==> src/rtl/clk_div_prog.sv <==
// clk_div_prog
//   Programmable integer clock divider with 50% duty cycle for both even and
//   odd ratios. Odd ratios use a negedge copy of the posedge phase to obtain
//   half-cycle resolution. A new ratio is accepted through a valid/ready
//   handshake and is applied only at a period boundary, so there are no runt
//   pulses. The enable input is sampled at period boundaries only. When the
//   enable is low at a boundary, the divider parks with its output low.
//
// Ports
//   clk        in   source clock
//   rst        in   asynchronous, active-high reset
//   en         in   run enable, sampled at period boundaries
//   cfg_valid  in   a new divide ratio is offered
//   cfg_div    in   offered divide ratio N (W bits, legal values >= 2)
//   cfg_ready  out  high when no ratio is pending
//   cfg_err    out  one-cycle pulse when an offered ratio is illegal (0 or 1)
//   clk_out    out  divided clock
//   tick       out  one-cycle pulse in the clk cycle where a period starts
//   cur_div    out  divide ratio currently in effect

module clk_div_prog #(
    parameter int unsigned W       = 8,
    parameter int unsigned DIV_RST = 3
) (
    input  logic         clk,
    input  logic         rst,
    input  logic         en,
    input  logic         cfg_valid,
    input  logic [W-1:0] cfg_div,
    output logic         cfg_ready,
    output logic         cfg_err,
    output logic         clk_out,
    output logic         tick,
    output logic [W-1:0] cur_div
);

    localparam logic [W-1:0] ONE      = W'(1);
    localparam logic [W-1:0] DIV_INIT = W'(DIV_RST);
    localparam logic [W-1:0] CNT_INIT = W'(DIV_RST - 1);
    localparam logic [W-1:0] H_INIT   = W'((DIV_RST + 1) / 2);

    // Ratio in effect, its high-phase length H = ceil(N/2), and the pending ratio
    logic [W-1:0] n_div;
    logic [W-1:0] h_div;
    logic [W-1:0] pend_div;

    logic [W-1:0] cnt;
    logic         p_q;
    logic         n_q;

    // Next-state terms
    logic         boundary;
    logic         apply;
    logic         accept;
    logic         legal;
    logic [W-1:0] cnt_inc;
    logic [W-1:0] n_nxt;
    logic [W-1:0] h_nxt;
    logic [W-1:0] cnt_nxt;
    logic         p_nxt;

    always_comb begin
        // While parked, cnt is held at N-1, so every edge is a boundary.
        boundary = (cnt == (n_div - ONE));
        // cfg_ready low means a ratio is pending. A ratio accepted on this edge
        // is not yet pending, so it waits for the following boundary.
        apply    = boundary && !cfg_ready;
        accept   = cfg_valid && cfg_ready;
        legal    = (cfg_div > ONE);
        cnt_inc  = cnt + ONE;

        n_nxt    = apply ? pend_div : n_div;
        // ceil(N/2) without needing an extra bit: N>>1 plus the odd bit
        h_nxt    = (n_nxt >> 1) + {{(W-1){1'b0}}, n_nxt[0]};

        if (boundary) begin
            if (en) begin
                cnt_nxt = '0;
                p_nxt   = 1'b1;
            end else begin
                // Park at N-1 of the (possibly new) ratio.
                cnt_nxt = n_nxt - ONE;
                p_nxt   = 1'b0;
            end
        end else begin
            cnt_nxt = cnt_inc;
            p_nxt   = (cnt_inc < h_div);
        end
    end

    always_ff @(posedge clk or posedge rst) begin
        if (rst) begin
            n_div     <= DIV_INIT;
            h_div     <= H_INIT;
            pend_div  <= '0;
            cnt       <= CNT_INIT;
            p_q       <= 1'b0;
            tick      <= 1'b0;
            cfg_err   <= 1'b0;
            cfg_ready <= 1'b1;
        end else begin
            n_div   <= n_nxt;
            h_div   <= h_nxt;
            cnt     <= cnt_nxt;
            p_q     <= p_nxt;
            // cnt only reaches 0 when a period starts; a parked cnt is N-1 >= 1.
            tick    <= (cnt_nxt == '0);
            cfg_err <= accept && !legal;

            if (apply) begin
                cfg_ready <= 1'b1;
            end else if (accept && legal) begin
                pend_div  <= cfg_div;
                cfg_ready <= 1'b0;
            end
        end
    end

    // Half-cycle delayed copy of the posedge phase, used for odd ratios
    always_ff @(negedge clk or posedge rst) begin
        if (rst) begin
            n_q <= 1'b0;
        end else begin
            n_q <= p_q;
        end
    end

    // Odd N: the AND trims half a cycle from the front of the high phase.
    // p_q and n_q change on opposite edges, so the AND never sees both inputs
    // move at once. The select changes only at a boundary edge. Just before
    // that edge, p_q and n_q are both low, so both mux inputs are low at the
    // switch.
    assign clk_out = n_div[0] ? (p_q & n_q) : p_q;
    assign cur_div = n_div;

endmodule

==> config.mk <==
export PLATFORM = sky130hd
export DESIGN_NAME = clk_div_prog
export DESIGN_NICKNAME = d
export VERILOG_FILES = /design/src/rtl/clk_div_prog.sv
export SDC_FILE = /design/constraint.sdc
export NUM_CORES = 1
export LEC_CHECK = 0
export ABC_AREA = 1
export CAP_MARGIN = 20
export CORE_MARGIN = 2
export CORE_UTILIZATION = 39
export CTS_CLUSTER_SIZE = 10
export DETAILED_ROUTE_END_ITERATION = 12
export PLACE_DENSITY = 0.62
export SETUP_SLACK_MARGIN = 0.4
export SLEW_MARGIN = 20
export SYNTH_ARGS = -nofsm -noshare
export SYNTH_HDL_FRONTEND = slang
export SYNTH_SLANG_ARGS = --single-unit
==> constraint.sdc <==
create_clock -name clk -period 4.3 [get_ports clk]
set_input_delay 0.86 -clock clk [delete_from_list [all_inputs] [get_ports clk]]
set_output_delay 0.86 -clock clk [all_outputs]
set_load 0.02 [all_outputs]
### Yosys cells after proc, flatten, opt, wreduce, memory -nomap -nowiden

Index checks and enable logic that the tools add are counted.

| word-level totals | value |
|---|---|
| register bits after elaboration | 37 |
| output and inout bits | 12 |
| input bits | 12 |
| logic and storage cells | 35 |

| operators by class | value |
|---|---|
| muxes and demuxes | 8 |
| $add $sub $neg | 4 |
| bitwise gates (word level) | 2 |
| equal/unequal tests | 1 |
| $lt $le $gt $ge | 2 |
| reduce and logical (&&, ||, !) cells | 9 |

Operators with widths:

| operator | count |
|---|---|
| $mux W8 | 3 |
| $sub A8 B1 Y8 const B | 2 |
| $add A7 B1 Y8 | 1 |
| $add A8 B1 Y8 const B | 1 |
| $eq A8 B8 Y1 | 1 |
| $gt A8 B1 Y1 const B | 1 |
| $logic_not A8 Y1 | 1 |
| $lt A8 B8 Y1 | 1 |
| $mux W1 | 5 |
| $logic_and A1 B1 Y1 | 4 |
| $logic_not A1 Y1 | 2 |
| $reduce_and A2 Y1 | 1 |
| $reduce_bool A2 Y1 | 1 |
| $and A1 B1 Y1 | 1 |
| $not A1 Y1 | 1 |

### Longest topological paths before layout

| depth | value |
|---|---|
| depth after elaboration | 8 |
| depth in mapped cells | 24 |
| depth with buffers taken out | 24 |

==> flow_summary.ini <==
[worst_setup_path]
rr_endpoint = tick
worst-r2r-cell-count = 23
crit_start = n_q
end_kind = output pin
crit_fanout = 1
crit_path_start_kind = flip-flop
cp_data_required_time_ns = 3.44
slowest_stage = dfrtn_1
cp-endpoint = clk_out
regToRegSetupSlack_ns = 0.87
critPathKind = flip-flop to output pin
critical_path.max_stage_delay_ns = 0.32
arrival_ns = 3.07
crit_chain = o21a_1 -> buf_6
r2r-start = cur_div[0]

[logic_synthesis]
synth_edf_count = 0
synth_xor_area_frac = 0.0407
yosysSeqAreaShare = 0.394
synthFlopType = dfrtp_1
syn_inst = 310
synth_compound_area_frac = 0.0581
synth.distinct_cells = 32
yosys_warnings = 0
ys_seq_elements = 37
synth_nets = 333
synth.most_common_cell = nand2_1
yosys-top-cells-count = nand2_1, inv_1, dfrtp_1, nand3_1, nor2_1
synth_top_area_frac = 0.328
netlist_area_um2 = 2370
avgSynthCellArea_um2 = 7.64
yosys.area_share.simple = 0.345
async_flop_share = 1.00
synth_top_family_by_area = simple AND/OR/NAND/NOR gates
synth_area_leader_cell = dfrtp_1
synthAdderAreaFrac = 0.0581
synthMuxAreaShare = 0.0190
synth_area_leaders = dfrtp_1, nand2_1, inv_1

[final_layout]
stdcell_count = 416
antenna_cells = 0
drive_gt1_frac = 0.152
multiInputGateArea_um2 = 1230
nets = 363
nFillCells = 596
area_growth_pct = 19.0
regArea_um2 = 932

[grt]
grt_first_pass_wirelength_um = 9120
grt_max_degree = 37
antenna_found_initial = 0
track_usage = 0.180
grt_overflow = 0
grt_pass1_vias = 1954

[pwr]
ir_drop_v = 0.000281
p_per_area_nw_per_um2 = 872
p_leak_uw = 0.00141

[clock_network]
cts_tree = done
insertion_delay_ns = 0.29
clock_path_buffers = 2
cts_hold_buffers = 0
clkTransAtPathRegs_ns = 0.07
clock-sinks = 37
cts_made_buffers = 5
root_buffer = clkbuf_8
htreeDepth = 2

[placement]
port_buffers = 23
dp_hpwl_um = 4250
place.gp.congestion = 0.851
dp_cells = 408

[timing]
hold_violations = 0
slew_headroom = 0.682
hold_ws_ns = 0.501
fin_worst_skew_ns = 0.00820
fin_setup_tns_ns = 0
rsz0062_at_grt = yes
tightest_slew_ns = 0.476
slew_viol_final = 0
setup_viol = 0

[floorplanning]
rows = 28
initial_core_util = 0.402
coreArea_um2 = 5890
die_area_um2 = 6710
die_h_um = 81.9
die_w_um = 81.9
num_io_pins = 24

[detailed_routing]
drt_pass1_iterations = 4
drc = 0
vias = 2051
wl_per_cell_um = 13.0
viasPerCell = 4.93
wl_um = 5390
ant_nets = 0
drt_iter0_drc = 93

[outcome]
status = finished, final reports clean

[worst_hold_path]
worstHoldPathCells = 2
hold_class = flip-flop to flip-flop

[flow_run]
maxCapViolations = 0
[sequential cells by signal, indices dropped and copies added (netlist names)]
signal	flops
cfg_err	1
cfg_ready	1
cnt	8
cur_div	8
h_div	8
n_q	1
p_q	1
pend_div	8
tick	1
[cells by family (layout without fill, tap and decap cells)]
group           count (synthesis)  count (layout)
xor+xnor                       11              11
simple gates                  170             170
fa+ha+maj                      11              11
flops                          37              37
compound gates                 23              23
buf+inv                        54              85
mux                             4               4
[cells in the final DEF (no fill, tap or decap), types with 2 or more instances in the layout]
master | synthesis | routed
o21ai_2 | 4 | 4
dfrtp_1 | 31 | 31
nand4_1 | 9 | 9
nand3_2 | 3 | 3
dfstp_2 | 5 | 5
xnor2_1 | 5 | 5
ha_1 | 11 | 11
inv_1 | 47 | 47
xor2_1 | 6 | 6
nand2_1 | 86 | 86
o21ai_0 | 6 | 6
clkbuf_8 | 0 | 6
clkdlybuf4s50_1 | 0 | 22
inv_2 | 6 | 6
nor2_1 | 24 | 24
nand2_2 | 8 | 8
a21oi_1 | 9 | 9
nor2_2 | 6 | 6
nor2_4 | 2 | 2
nand3_1 | 25 | 25
mux2_2 | 4 | 4
[worst min path at each step]
stage                              to  slack [ns]   startpoint
after floorplan           pend_div[1]        0.45  pend_div[1]
after global placement      cfg_ready        0.48    cfg_ready
after detailed placement    cfg_ready        0.49    cfg_ready
after CTS                   cfg_ready        0.50    cfg_ready
after global routing        cfg_ready        0.52    cfg_ready
final                       cfg_ready        0.50    cfg_ready
[worst max-delay path, delay by kind of cell (launching register included)]
family	cells	cell delay, ns
compound gates	1	0.17
buf+inv	1	0.13
flops	1	0.32
[per-stage QoR]
stage               worst slack [ns]  utilization  area [um2]  total power (uW)
floorplan                      0.556            -        2370              1790
global placement               0.221        0.458        2700              2110
detailed placement             0.219        0.458        2700              2140
CTS                            0.366        0.479        2820              2470
global route                   0.347        0.479        2820              2710
finish                         0.371        0.479        2820              2460
[routing by layer]
layer | GRT usage | part of all wire
met1 | 0.244 | 0.48
met2 | 0.295 | 0.47
met3 | 0.0286 | 0.039
met4 | 0.0550 | 0.014
met5 | 0 | 0
[cell type report]
type | instances | area share
inverters | 53 | 0.0706
clock buffers | 6 | 0.0293
well taps | 75 | 0.0333
repair buffers | 24 | 0.0849
multi-input cells | 219 | 0.438
clock inverters | 2 | 0.0133
flip-flops and latches | 37 | 0.331
[power breakdown]
group          internal [uW]  switching, uW
logic                    563            931
registers                508            137
clock network            189            128
total                   1260           1200
[what timing repair did]
action / in CTS / in global routing
pin swaps: 1 / 0
gates resized for setup: 6 / 0
setup buffers: 0 / 0
endpoints found under the setup margin: 1 / 1
Power figures use the tool's default switching activity.
